### src/rtl/id_ex_stage_if.sv
// ID/EX stage bus: decoder-side inputs, forwarding taps and ALU-side outputs.
// No logic; signal bundle only.
// master drives the stage inputs, slave is the stage itself.
interface id_ex_stage_if #(
  parameter int DW = 32,
  parameter int RW = 5
);
  logic          in_valid_i;
  logic          in_ready_o;
  logic [2:0]    alu_op_i;
  logic [5:0]    funct_i;
  logic [DW-1:0] rs_data_i;
  logic [DW-1:0] rt_data_i;
  logic [15:0]   imm_i;
  logic [RW-1:0] rs_addr_i;
  logic [RW-1:0] rt_addr_i;
  logic [RW-1:0] rd_addr_i;
  logic          alu_src_i;
  logic          reg_dst_i;
  logic          reg_write_i;
  logic          flush_i;
  logic          exmem_reg_write_i;
  logic [RW-1:0] exmem_rd_i;
  logic [DW-1:0] exmem_data_i;
  logic          memwb_reg_write_i;
  logic [RW-1:0] memwb_rd_i;
  logic [DW-1:0] memwb_data_i;
  logic          out_valid_o;
  logic          out_ready_i;
  logic [DW-1:0] alu_src1_o;
  logic [DW-1:0] alu_src2_o;
  logic [3:0]    alu_ctrl_o;
  logic [DW-1:0] store_data_o;
  logic [RW-1:0] wr_addr_o;
  logic          reg_write_o;
  logic          illegal_o;

  modport master (
    output in_valid_i, alu_op_i, funct_i, rs_data_i, rt_data_i, imm_i,
           rs_addr_i, rt_addr_i, rd_addr_i, alu_src_i, reg_dst_i, reg_write_i,
           flush_i, exmem_reg_write_i, exmem_rd_i, exmem_data_i,
           memwb_reg_write_i, memwb_rd_i, memwb_data_i, out_ready_i,
    input  in_ready_o, out_valid_o, alu_src1_o, alu_src2_o, alu_ctrl_o,
           store_data_o, wr_addr_o, reg_write_o, illegal_o
  );

  modport slave (
    input  in_valid_i, alu_op_i, funct_i, rs_data_i, rt_data_i, imm_i,
           rs_addr_i, rt_addr_i, rd_addr_i, alu_src_i, reg_dst_i, reg_write_i,
           flush_i, exmem_reg_write_i, exmem_rd_i, exmem_data_i,
           memwb_reg_write_i, memwb_rd_i, memwb_data_i, out_ready_i,
    output in_ready_o, out_valid_o, alu_src1_o, alu_src2_o, alu_ctrl_o,
           store_data_o, wr_addr_o, reg_write_o, illegal_o
  );
endinterface

### src/rtl/id_ex_stage.sv
// ID/EX pipeline register with ALU control decode and EX/MEM, MEM/WB forwarding.
// Latency: 1 cycle from accepted input to out_valid_o; forwarding muxes are combinational.
// Backpressure: in_ready_o = !out_valid_o | out_ready_i; contents hold while stalled.
module id_ex_stage #(
  parameter int DW = 32,
  parameter int RW = 5
) (
  input  logic          clk_i,
  input  logic          rst_i,
  id_ex_stage_if.slave  bus
);

  logic          vld_q;
  logic [3:0]    ctrl_q;
  logic          illegal_q;
  logic          reg_write_q;
  logic [RW-1:0] wr_addr_q;
  logic [RW-1:0] rs_addr_q;
  logic [RW-1:0] rt_addr_q;
  logic [DW-1:0] rs_data_q;
  logic [DW-1:0] rt_data_q;
  logic [DW-1:0] imm_q;
  logic          alu_src_q;

  logic          load;
  logic [3:0]    ctrl_d;
  logic          illegal_d;
  logic [DW-1:0] imm_d;
  logic [RW-1:0] wr_addr_d;
  logic [DW-1:0] fwd_rs;
  logic [DW-1:0] fwd_rt;

  assign bus.in_ready_o = !vld_q || bus.out_ready_i;
  assign load           = bus.in_valid_i && bus.in_ready_o;

  // Decode ALU control from ALUOp class and funct; unknown encodings flag illegal.
  always_comb begin
    ctrl_d    = 4'b0010;
    illegal_d = 1'b0;
    unique case (bus.alu_op_i)
      3'b000: ctrl_d = 4'b0010;
      3'b001: ctrl_d = 4'b0110;
      3'b011: ctrl_d = 4'b0111;
      3'b100: ctrl_d = 4'b0001;
      3'b101: ctrl_d = 4'b0000;
      3'b010: begin
        unique case (bus.funct_i)
          6'b100000: ctrl_d = 4'b0010;
          6'b100010: ctrl_d = 4'b0110;
          6'b100100: ctrl_d = 4'b0000;
          6'b100101: ctrl_d = 4'b0001;
          6'b101010: ctrl_d = 4'b0111;
          6'b100111: ctrl_d = 4'b1100;
          default:   illegal_d = 1'b1;
        endcase
      end
      default: illegal_d = 1'b1;
    endcase
  end

  // Logical immediates (ori/andi) zero-extend, everything else sign-extends.
  always_comb begin
    if (bus.alu_op_i == 3'b100 || bus.alu_op_i == 3'b101)
      imm_d = {{(DW-16){1'b0}}, bus.imm_i};
    else
      imm_d = {{(DW-16){bus.imm_i[15]}}, bus.imm_i};
  end

  assign wr_addr_d = bus.reg_dst_i ? bus.rd_addr_i : bus.rt_addr_i;

  // Pipeline register: reset > flush > load > drain/hold.
  always_ff @(posedge clk_i) begin
    if (rst_i) begin
      vld_q       <= 1'b0;
      ctrl_q      <= 4'b0010;
      illegal_q   <= 1'b0;
      reg_write_q <= 1'b0;
      wr_addr_q   <= '0;
      rs_addr_q   <= '0;
      rt_addr_q   <= '0;
      rs_data_q   <= '0;
      rt_data_q   <= '0;
      imm_q       <= '0;
      alu_src_q   <= 1'b0;
    end else if (bus.flush_i) begin
      vld_q <= 1'b0;
    end else if (load) begin
      vld_q       <= 1'b1;
      ctrl_q      <= ctrl_d;
      illegal_q   <= illegal_d;
      reg_write_q <= bus.reg_write_i && !illegal_d && (wr_addr_d != '0);
      wr_addr_q   <= wr_addr_d;
      rs_addr_q   <= bus.rs_addr_i;
      rt_addr_q   <= bus.rt_addr_i;
      rs_data_q   <= bus.rs_data_i;
      rt_data_q   <= bus.rt_data_i;
      imm_q       <= imm_d;
      alu_src_q   <= bus.alu_src_i;
    end else if (bus.out_ready_i) begin
      vld_q <= 1'b0;
    end
  end

  // Per-operand forwarding: the younger EX/MEM result wins over MEM/WB; $0 never forwards.
  always_comb begin
    fwd_rs = rs_data_q;
    if (bus.exmem_reg_write_i && bus.exmem_rd_i != '0 && bus.exmem_rd_i == rs_addr_q)
      fwd_rs = bus.exmem_data_i;
    else if (bus.memwb_reg_write_i && bus.memwb_rd_i != '0 && bus.memwb_rd_i == rs_addr_q)
      fwd_rs = bus.memwb_data_i;

    fwd_rt = rt_data_q;
    if (bus.exmem_reg_write_i && bus.exmem_rd_i != '0 && bus.exmem_rd_i == rt_addr_q)
      fwd_rt = bus.exmem_data_i;
    else if (bus.memwb_reg_write_i && bus.memwb_rd_i != '0 && bus.memwb_rd_i == rt_addr_q)
      fwd_rt = bus.memwb_data_i;
  end

  assign bus.out_valid_o  = vld_q;
  assign bus.alu_ctrl_o   = ctrl_q;
  assign bus.illegal_o    = illegal_q;
  assign bus.reg_write_o  = reg_write_q;
  assign bus.wr_addr_o    = wr_addr_q;
  assign bus.alu_src1_o   = fwd_rs;
  assign bus.store_data_o = fwd_rt;
  assign bus.alu_src2_o   = alu_src_q ? imm_q : fwd_rt;

endmodule

### src/flat_wrapper.sv
// flat-port wrapper written by rule: the top's interface ports become plain ports
module id_ex_stage_flat 
#(
  parameter int DW = 32,
  parameter int RW = 5
)
  (clk_i, rst_i, bus_in_valid_i, bus_alu_op_i, bus_funct_i, bus_rs_data_i, bus_rt_data_i, bus_imm_i, bus_rs_addr_i, bus_rt_addr_i, bus_rd_addr_i, bus_alu_src_i, bus_reg_dst_i, bus_reg_write_i, bus_flush_i, bus_exmem_reg_write_i, bus_exmem_rd_i, bus_exmem_data_i, bus_memwb_reg_write_i, bus_memwb_rd_i, bus_memwb_data_i, bus_out_ready_i, bus_in_ready_o, bus_out_valid_o, bus_alu_src1_o, bus_alu_src2_o, bus_alu_ctrl_o, bus_store_data_o, bus_wr_addr_o, bus_reg_write_o, bus_illegal_o);
  id_ex_stage_if #(.DW(DW), .RW(RW)) bus_i ();
  input  logic clk_i;
  input  logic rst_i;
  input wire logic [$bits(bus_i.in_valid_i)-1:0] bus_in_valid_i;
  input wire logic [$bits(bus_i.alu_op_i)-1:0] bus_alu_op_i;
  input wire logic [$bits(bus_i.funct_i)-1:0] bus_funct_i;
  input wire logic [$bits(bus_i.rs_data_i)-1:0] bus_rs_data_i;
  input wire logic [$bits(bus_i.rt_data_i)-1:0] bus_rt_data_i;
  input wire logic [$bits(bus_i.imm_i)-1:0] bus_imm_i;
  input wire logic [$bits(bus_i.rs_addr_i)-1:0] bus_rs_addr_i;
  input wire logic [$bits(bus_i.rt_addr_i)-1:0] bus_rt_addr_i;
  input wire logic [$bits(bus_i.rd_addr_i)-1:0] bus_rd_addr_i;
  input wire logic [$bits(bus_i.alu_src_i)-1:0] bus_alu_src_i;
  input wire logic [$bits(bus_i.reg_dst_i)-1:0] bus_reg_dst_i;
  input wire logic [$bits(bus_i.reg_write_i)-1:0] bus_reg_write_i;
  input wire logic [$bits(bus_i.flush_i)-1:0] bus_flush_i;
  input wire logic [$bits(bus_i.exmem_reg_write_i)-1:0] bus_exmem_reg_write_i;
  input wire logic [$bits(bus_i.exmem_rd_i)-1:0] bus_exmem_rd_i;
  input wire logic [$bits(bus_i.exmem_data_i)-1:0] bus_exmem_data_i;
  input wire logic [$bits(bus_i.memwb_reg_write_i)-1:0] bus_memwb_reg_write_i;
  input wire logic [$bits(bus_i.memwb_rd_i)-1:0] bus_memwb_rd_i;
  input wire logic [$bits(bus_i.memwb_data_i)-1:0] bus_memwb_data_i;
  input wire logic [$bits(bus_i.out_ready_i)-1:0] bus_out_ready_i;
  output wire logic [$bits(bus_i.in_ready_o)-1:0] bus_in_ready_o;
  output wire logic [$bits(bus_i.out_valid_o)-1:0] bus_out_valid_o;
  output wire logic [$bits(bus_i.alu_src1_o)-1:0] bus_alu_src1_o;
  output wire logic [$bits(bus_i.alu_src2_o)-1:0] bus_alu_src2_o;
  output wire logic [$bits(bus_i.alu_ctrl_o)-1:0] bus_alu_ctrl_o;
  output wire logic [$bits(bus_i.store_data_o)-1:0] bus_store_data_o;
  output wire logic [$bits(bus_i.wr_addr_o)-1:0] bus_wr_addr_o;
  output wire logic [$bits(bus_i.reg_write_o)-1:0] bus_reg_write_o;
  output wire logic [$bits(bus_i.illegal_o)-1:0] bus_illegal_o;
  assign bus_i.in_valid_i = bus_in_valid_i;
  assign bus_i.alu_op_i = bus_alu_op_i;
  assign bus_i.funct_i = bus_funct_i;
  assign bus_i.rs_data_i = bus_rs_data_i;
  assign bus_i.rt_data_i = bus_rt_data_i;
  assign bus_i.imm_i = bus_imm_i;
  assign bus_i.rs_addr_i = bus_rs_addr_i;
  assign bus_i.rt_addr_i = bus_rt_addr_i;
  assign bus_i.rd_addr_i = bus_rd_addr_i;
  assign bus_i.alu_src_i = bus_alu_src_i;
  assign bus_i.reg_dst_i = bus_reg_dst_i;
  assign bus_i.reg_write_i = bus_reg_write_i;
  assign bus_i.flush_i = bus_flush_i;
  assign bus_i.exmem_reg_write_i = bus_exmem_reg_write_i;
  assign bus_i.exmem_rd_i = bus_exmem_rd_i;
  assign bus_i.exmem_data_i = bus_exmem_data_i;
  assign bus_i.memwb_reg_write_i = bus_memwb_reg_write_i;
  assign bus_i.memwb_rd_i = bus_memwb_rd_i;
  assign bus_i.memwb_data_i = bus_memwb_data_i;
  assign bus_i.out_ready_i = bus_out_ready_i;
  assign bus_in_ready_o = bus_i.in_ready_o;
  assign bus_out_valid_o = bus_i.out_valid_o;
  assign bus_alu_src1_o = bus_i.alu_src1_o;
  assign bus_alu_src2_o = bus_i.alu_src2_o;
  assign bus_alu_ctrl_o = bus_i.alu_ctrl_o;
  assign bus_store_data_o = bus_i.store_data_o;
  assign bus_wr_addr_o = bus_i.wr_addr_o;
  assign bus_reg_write_o = bus_i.reg_write_o;
  assign bus_illegal_o = bus_i.illegal_o;
  id_ex_stage #(.DW(DW), .RW(RW)) u_core (.clk_i(clk_i), .rst_i(rst_i), .bus(bus_i));
endmodule
### config.mk
export PLATFORM = sky130hd
export DESIGN_NAME = id_ex_stage_flat
export DESIGN_NICKNAME = d
export VERILOG_FILES = /design/src/rtl/id_ex_stage_if.sv /design/src/rtl/id_ex_stage.sv /design/src/flat_wrapper.sv
export SDC_FILE = /design/constraint.sdc
export NUM_CORES = 1
export LEC_CHECK = 0
export ABC_AREA = 1
export BUFFER_PORTS_ARGS = -buffer_cell sky130_fd_sc_hd__buf_2
export CORE_AREA = 2 2 123 125
export DETAILED_ROUTE_END_ITERATION = 16
export DIE_AREA = 0 0 125 127
export PLACE_DENSITY = 0.76
export SYNTH_ARGS = -nofsm -noshare
export SYNTH_HDL_FRONTEND = slang
export SYNTH_SLANG_ARGS = --single-unit
### constraint.sdc
create_clock -name clk_i -period 1.88 [get_ports clk_i]
set_input_delay 0.094 -clock clk_i [delete_from_list [all_inputs] [get_ports clk_i]]
set_output_delay 0.094 -clock clk_i [all_outputs]
set_load 0.05 [all_outputs]
## Word level (Yosys, flattened, before mapping)

Index checks and enable logic that the tools add are counted.

| storage, ports and cells | value |
|---|---|
| output and inout bits | 109 |
| bits of input ports | 188 |
| register bits after elaboration | 119 |
| logic and storage cells | 62 |

| operators by class | value |
|---|---|
| reductions and logical operators | 22 |
| bitwise logic cells | 1 |
| mux-type cells | 13 |
| eq/ne operators | 15 |

Operators by type and width:

| operator | count |
|---|---|
| $mux 32 | 6 |
| $pmux 4 s5 | 2 |
| $eq 6x6->1 const B | 6 |
| $eq 5x5->1 | 4 |
| $reduce_bool 5->1 | 3 |
| $logic_and 1x1->1 | 9 |
| $eq 3x2->1 const B | 2 |
| $eq 3x3->1 const B | 2 |
| $reduce_or 6->1 | 1 |
| $mux 5 | 1 |
| $reduce_or 5->1 | 1 |
| $eq 3x1->1 const B | 1 |
| $logic_not 3->1 | 1 |
| $mux 1 | 3 |
| $logic_not 1->1 | 2 |
| $logic_or 1x1->1 | 2 |
| $pmux 1 s2 | 1 |
| $reduce_and 2->1 | 1 |
| $reduce_bool 2->1 | 1 |
| $reduce_or 2->1 | 1 |
| $not 1->1 | 1 |

## Logic depth before layout (Yosys ltp)

Gate-level depths: netlist of run 1.

| depth | value |
|---|---|
| depth after elaboration | 7 |
| depth in mapped cells | 11 |
| gate-level depth less buffers | 10 |

## Worst setup path after synthesis of run 1

No wires, ideal clock.

| timing | value |
|---|---|
| path kind | reg2reg |
| from | register u_core.vld_q (netlist: u_core.bus.out_valid_o) |
| to | register u_core.rs_data_q[21] |
| slack | -203 ps |
| cell stages (with the launch flop) | 6 |
| path buffers | 2 |
| setup time | 128 ps |
| data required time | 1752 ps |
| arrival time | 1955 ps |
| path through | dfxtp_1 -> nand2_1 -> nand2_1 -> clkbuf_1 -> clkbuf_1 -> a21oi_1 |

| on the way | value |
|---|---|
| longest elaborated chain between the ends | 4 |

RTL lines:

| element | line | RTL |
|---|---|---|
| start: declaration | id_ex_stage.sv:13 | `logic vld_q;` |
| start signal: assignment | id_ex_stage.sv:74 | `vld_q <= 1'b0;` |
| start signal: assignment | id_ex_stage.sv:86 | `vld_q <= 1'b0;` |
| start signal: assignment | id_ex_stage.sv:88 | `vld_q <= 1'b1;` |
| $logic_not 1->1 | id_ex_stage.sv:33 | `assign bus.in_ready_o = !vld_q \|\| bus.out_ready_i;` |
| $logic_or 1x1->1 | id_ex_stage.sv:33 |  |
| net bus_in_ready_o | flat_wrapper.sv:31 | `output wire logic [$bits(bus_i.in_ready_o)-1:0] bus_in_ready_o;` |
| $logic_and 1x1->1 | id_ex_stage.sv:34 | `assign load = bus.in_valid_i && bus.in_ready_o;` |
| $reduce_and 2->1 (no source line) | - |  |
| end signal: assignment | id_ex_stage.sv:95 | `rs_data_q <= bus.rs_data_i;` |
| end: declaration | id_ex_stage.sv:20 | `logic [DW-1:0] rs_data_q;` |

The timed path passes the listed nets, and every way through them passes these cells.
A chain may end at the register's enable or synchronous reset.

## Worst setup path after layout of run 1

| timing | value |
|---|---|
| from | register u_core.rt_addr_q[1] |
| to | output bus_alu_src2_o[0] |

| on the way | value |
|---|---|
| longest elaborated chain between the ends | 5 |
| elaborated cells on any way between the ends | 7 |

RTL lines:

| element | line | RTL |
|---|---|---|
| start: declaration | id_ex_stage.sv:19 | `logic [RW-1:0] rt_addr_q;` |
| start signal: assignment | id_ex_stage.sv:94 | `rt_addr_q <= bus.rt_addr_i;` |
| $eq 5x5->1 | id_ex_stage.sv:115 | `else if (bus.memwb_reg_write_i && bus.memwb_rd_i != '0 && bus.memwb_rd_i == rt_addr_q)` |
| $logic_and 1x1->1 | id_ex_stage.sv:115 |  |
| $mux 32 | id_ex_stage.sv:115 |  |
| $mux 32 (*) | id_ex_stage.sv:113 | `if (bus.exmem_reg_write_i && bus.exmem_rd_i != '0 && bus.exmem_rd_i == rt_addr_q)` |
| $mux 32 (*) | id_ex_stage.sv:126 | `assign bus.alu_src2_o = alu_src_q ? imm_q : fwd_rt;` |
| end: declaration | flat_wrapper.sv:34 | `output wire logic [$bits(bus_i.alu_src2_o)-1:0] bus_alu_src2_o;` |

Mark *: on every way between the ends. The rest lies on a longest branch, timed or not.

==> metrics.cfg, run 1 <==
[finish]
final_core_util_pct=73.6
fin_area_um2=10600
nNetsFinal=1532
instances_no_fill=1536
fill_cells=1109
area_growth_pct=66.0
layout_common_cells=buf_2 (200), nand2_1 (156), nor2_1 (128), o21ai_0 (103), dfxtp_1 (93)
layout_commonest_cell=buf_2
drive_gt1_share_pct=39.8

[die]
die_width_um=125
die_h_um=127
start_util_pct=44.3
num_io_pins=297
rows=44
dieArea_um2=15900
core_area_um2=14400

[place]
placed_cells=1472
io_buffer_count=296
dp_hpwl_um=19900
gp_congestion=0.970
pre_cts_slack_ns=0.0537
dpl_cell_area_um2=8240

[synthesis]
synth_fa_ha_area_share_pct=0
netlist.top_cell.by_area=dfxtp_1
ys_seq_area_share_pct=32.6
synth_area_um2=6400
muxShareOfSynthArea_pct=0.156
synth_top_area_share_pct=32.6
synth_fp_nets=1226
synth-compound-area-share_pct=12.3
synth-xor-area-share_pct=2.19
ys_warn_count=0
syn_area_per_cell_um2=6.16
synth.distinct_cells=26
ys_ff_latch=104
yosys.area_share.simple_pct=42.0
synthCells=1038
synth_top_family_by_area=simple AND/OR/NAND/NOR gates
synth_area_leaders=dfxtp_1 (33%), nand3_1 (14%), nand2_1 (13%)

[clock_tree]
h-tree-depth=3
clockBufferDepth=2
cts-root-buf=clkbuf_16
clk_latency_ns=0.36
cts-buffers-inserted=9
path_clk_slew_ns=0.07
cts_tree=yes
clock_sinks=104

[power]
finalPower_mw=7.22
powerDensity_nw_per_um2=680
p_leak_nw=5.16
vdd_drop_max_mv=0.476

[detailed_routing]
first_pass_iters=6
wirelength_um=29800
route.detailed.drc=0
vias_per_cell=5.62
wl_per_cell_um=19.4
drtIter0Drc=992
routed-via-count=8637
ant_nets=0

[timing]
hold_viol=2
slew_headroom_pct=53.4
timing.final.ws_setup_ns=-0.206
finClkSkew_ns=0.00895
max_freq_mhz=479
period_share_pct=111
worstMarginPinSlew_ns=0.698
rsz0062_at_grt=true
tns_ns=-14.63
setup_viol=96
slew_violations=0
hold_ws_ns=-0.00443
fin_crit_ns=2.09

[worst_setup_path]
reg2reg_slack_ns=0.47
critPathRequiredTime_ns=1.79
cp_num_buf_inv=3
crit_slowest_cell=dfxtp_2
critical_path_arrival_ns=1.99
path_delay_family=simple AND/OR/NAND/NOR gates
path_class=reg -> out
crit_path_cell_trace=xnor2_1 > nand2_2 > nor3_4 > buf_6 > clkbuf_16 > nand3b_1 > nand3_1 > nand2_1 > buf_6
crit_top_cell=buf_6
r2r-end=u_core.rs_data_q[0]
end_kind=output pin
worstSetupStartpointType=flop
crit_fanout=8
critPathMaxStageDelay_ns=0.34
reg2reg_depth=5
rr_startpoint=u_core.bus.out_valid_o

[global_route]
antenna_found_initial=2
grt_pass1_vias=7795
grt_max_degree=75
track_usage_pct=33.0
grt_pass1_wl_um=41500
globalRouteOverflowTotal=0

[hold_path]
min-delay-start=bus_rt_data_i[26]
hold_class=in -> reg
worstHoldEndpoint=u_core.rt_data_q[26]
holdPathStages=3

[run_status]
status=complete, but fails checks
violations=hold timing, setup timing

[run]
maxCapViolations=0

## sequential cells by signal, summed over array words and instances, names as in the netlist
| signal | count |
|---|---|
| u_core.imm_q | 17 |
| u_core.bus.reg_write_o | 1 |
| u_core.bus.out_valid_o | 1 |
| u_core.rt_addr_q | 5 |
| u_core.bus.wr_addr_o | 5 |
| u_core.bus.illegal_o | 1 |
| u_core.alu_src_q | 1 |
| u_core.rt_data_q | 32 |
| u_core.rs_data_q | 32 |
| u_core.rs_addr_q | 5 |
| u_core.bus.alu_ctrl_o | 4 |
## synthesized netlist by cell type, drive strengths merged
cell      n
xnor2     8
and2     32
o211a     1
xor2      8
nand3b   33
buf      41
clkbuf   33
nand2   219
nand4     3
inv      93
nor3      5
o21ai   104
o211ai    1
nor2    130
a211oi    2
mux2i     1
nand3   173
dfxtp   104
a21oi    47
## final cells by class
| class | instances | area (um2) | area share, % |
|---|---|---|---|
| multi-input cells | 767 | 4480 | 42.2 |
| repair buffers | 369 | 3160 | 29.7 |
| flip-flops and latches | 104 | 2100 | 19.8 |
| inverters | 93 | 352 | 3.31 |
| clock buffers | 12 | 256 | 2.42 |
| well taps | 184 | 230 | 2.17 |
| clock inverters | 4 | 33.8 | 0.318 |
| diodes | 3 | 7.51 | 0.0707 |
## what timing repair did
| item | in CTS | in global routing |
|---|---|---|
| setup buffers | 2 | 2 |
| pin swaps | 28 | 58 |
| cloned | 1 | 9 |
| endpoints found under the setup margin | 96 | 96 |
| hold buffers | 32 | 0 |
| gates resized for setup | 235 | 187 |
| hold endpoints to repair | 31 | 0 |
## routing by layer
| layer | vias up | track usage [%] | share of wire [%] |
|---|---|---|---|
| met3 | 132 | 6.20 | 9.0 |
| met5 | - | 0 | 0 |
| met2 | 561 | 55.4 | 48 |
| li1 | 3976 | - | - |
| met1 | 3968 | 40.1 | 37 |
| met4 | 0 | 18.0 | 6.4 |
## cell families (layout without fill, tap and decap cells)
group	count (synthesis)	in the layout
other	0	3
muxes	1	1
buffers and inverters	167	478
DFF	104	104
AOI/OAI and AO/OA	155	155
and+or+nand+nor	595	595
xor gates and xnor gates	16	16
## worst max-delay path by stage
| stage | from | endpoint | cells after the start |
|---|---|---|---|
| final | u_core.rt_addr_q[1] | bus_alu_src2_o[0] | 9 |
| after global placement | u_core.rt_addr_q[0] | bus_alu_src2_o[21] | 10 |
| after detailed placement | u_core.rt_addr_q[0] | bus_alu_src2_o[21] | 10 |
| after floorplan | u_core.bus.out_valid_o | u_core.rs_data_q[21] | 5 |
| after CTS | u_core.rs_addr_q[0] | bus_alu_src1_o[7] | 9 |
| after global routing | u_core.rs_addr_q[2] | bus_alu_src1_o[11] | 9 |
## report_power, final
group          switching [mW]  total [mW]  internal (mW)
registers              0.0799        2.43           2.35
clock network           0.886        1.87          0.987
logic                    1.81        2.91           1.10
## tightest hold or removal path, stage by stage
cell and delay [ns]:
buf_2 0.07, o21ai_0 0.08, nor2_1 0.08
(Power assumes the default switching activity.)
==> inputs of run 2 (changes only) <==
--- a/config.mk
+++ b/config.mk
@@ -11,6 +11,7 @@
 export DETAILED_ROUTE_END_ITERATION = 16
 export DIE_AREA = 0 0 125 127
 export PLACE_DENSITY = 0.76
+export RECOVER_POWER = 50
 export SYNTH_ARGS = -nofsm -noshare
 export SYNTH_HDL_FRONTEND = slang
 export SYNTH_SLANG_ARGS = --single-unit
==> run 2 against run 1 <==
Compared with the run above:
- the flow still finishes with violations (hold timing, setup timing)
- clock power about the same
- total power about the same
- routed wire length about the same
- non-clock buffer count unchanged
- critical path depth up 1
- cell count unchanged
- register-to-register slack worse by 0.42 ns
- fmax down 0.53%
- clock skew down 0.0012 ns
- first-iteration DRC count up 0.40%
- largest cell class unchanged
==> metrics.cfg, run 2 (same netlist as run 1, synthesis figures left out) <==
[timing]
hold_viol=1
worstMarginPinSlew_ns=0.709
rsz0062_at_grt=true
timing.final.ws_setup_ns=-0.217
fin_crit_ns=2.10
max_freq_mhz=477
slew_headroom_pct=52.6
period_share_pct=112
finClkSkew_ns=0.00773
hold_ws_ns=-0.00279
tns_ns=-15.07
setup_viol=96
slew_violations=0

[worst_setup_path]
reg2reg_depth=5
critical_path_arrival_ns=2.00
worstSetupStartpointType=flop
crit_path_cell_trace=inv_1 > nand2_1 > nand4_1 > nor2_2 > buf_12 > nand3_1 > nand3_2 > nand3_1 > nand2_1 > buf_6
r2r-end=u_core.rs_data_q[20]
worst-path-stages=10
cp_num_buf_inv=3
critPathMaxStageDelay_ns=0.38
crit_fanout=32
crit_end=bus_alu_src2_o[20]
reg2reg_slack_ns=0.05
cp-startpoint=u_core.rt_addr_q[0]
crit_slowest_cell=dfxtp_4
rr_startpoint=u_core.bus.out_valid_o
path_class=reg -> out
critPathRequiredTime_ns=1.79
end_kind=output pin
path_delay_family=simple AND/OR/NAND/NOR gates

[place]
io_buffer_count=296
dpl_cell_area_um2=8240
dp_hpwl_um=19900
placed_cells=1472
gp_congestion=0.970

[finish]
fill_cells=1127
multi_input_area_um2=4470
fin_area_um2=10600
layout_common_cells=buf_2 (186), nand2_1 (157), nor2_1 (128), o21ai_0 (103), dfxtp_1 (94)
top_regs=u_core.rs_data_q: 32 flops, u_core.rt_data_q: 32 flops, u_core.imm_q: 17 flops
layout_commonest_cell=buf_2
nNetsFinal=1532
final_core_util_pct=73.4
area_growth_pct=65.4
ff_latch_area_um2=2100
instances_no_fill=1536
drive_gt1_share_pct=38.5

[detailed_routing]
first_pass_iters=5
route.detailed.drc=0
ant_nets=0
wirelength_um=29800
wl_per_cell_um=19.4
vias_per_cell=5.62
routed-via-count=8633
drtIter0Drc=996

[global_route]
grt_pass1_wl_um=41500
globalRouteOverflowTotal=0
grt_pass1_vias=7795
grt_max_degree=75
track_usage_pct=33.0
antenna_found_initial=2

[die]
num_io_pins=297
die_h_um=127
die_width_um=125
rows=44
core_area_um2=14400
dieArea_um2=15900
start_util_pct=44.3

[clock_tree]
clk_latency_ns=0.36
cts-buffers-inserted=9
cts_tree=yes
cts-root-buf=clkbuf_16
clock_sinks=104
clockBufferDepth=2
path_clk_slew_ns=0.07
h-tree-depth=3

[power]
p_leak_nw=5.10
powerDensity_nw_per_um2=682
vdd_drop_max_mv=0.476

[hold_path]
hold_class=in -> reg

[run]
maxCapViolations=0

[run_status]
violations=hold timing, setup timing
status=complete, but fails checks

==> run 2: cell count changes in the layout (fill, tap and decap cells not counted), sizes merged <==
| cell | delta |
|---|---|
| buf | -15 |
| clkbuf | +15 |
==> run 2: worst min-delay path by stage <==
stage                     slack (ns)               from                      to  depth (start not counted)
final                         -0.003  bus_rt_data_i[26]    u_core.rt_data_q[26]                          3
after detailed placement        0.27        bus_flush_i  u_core.bus.out_valid_o                          2
after global routing            0.01  bus_rt_data_i[26]    u_core.rt_data_q[26]                          3
after floorplan                 0.17        bus_flush_i  u_core.bus.out_valid_o                          1
after CTS                     0.0001  bus_rt_data_i[26]    u_core.rt_data_q[26]                          3
after global placement          0.27        bus_flush_i  u_core.bus.out_valid_o                          2
==> run 2: cell type report <==
| class | count | share of cell area (%) |
|---|---|---|
| Multi-Input combinational cell | 767 | 42.2 |
| Timing Repair Buffer | 369 | 29.6 |
| Sequential cell | 104 | 19.9 |
| Inverter | 93 | 3.32 |
| Antenna cell | 3 | 0.0710 |
| Tap cell | 184 | 2.18 |
| Clock inverter | 4 | 0.319 |
| Clock buffer | 12 | 2.42 |
==> run 2: worst reg2reg max path, cell delays in order, from the launching register on <==
cell and delay [ns]:
dfxtp_1 0.35, nand2_2 0.08, nand2_1 0.39, buf_6 0.47, o21ai_0 0.30, a21oi_1 0.17
==> run 2: power by group <==
group	total [mW]	switching, mW	internal, mW
Sequential	2.43	0.0800	2.35
Combinational	2.90	1.81	1.09
Clock	1.88	0.889	0.987
Total	7.21	2.78	4.43
==> run 2: what timing repair did <==
item,CTS,global route
setup endpoints to repair,96,96
hold buffers,32,0
resized for setup,235,187
gates cloned,1,9
pin swaps,28,58
setup buffers,2,2
endpoints found under the hold margin,31,0
==> run 2: per-stage QoR <==
stage | power [mW] | hold WS [ns] | worst slack, ns
3_5_place_dp | 4.72 | 0.273 | 0.0537
5_1_grt | 7.46 | 0.00994 | -0.324
2_1_floorplan | 3.94 | 0.165 | 0.191
3_3_place_gp | 4.71 | 0.267 | 0.0720
6_report | 7.21 | -0.00279 | -0.217
4_1_cts | 6.95 | 0.000144 | -0.196
==> run 2: layer usage <==
metal  up-vias  GRT usage [%]  share of wire [%]
li1       3969              -                  -
met1      3940           40.1                 37
met2       583           55.4                 47
met3       141           6.20                9.2
met4         0           18.0                6.7
met5         -              0                  0
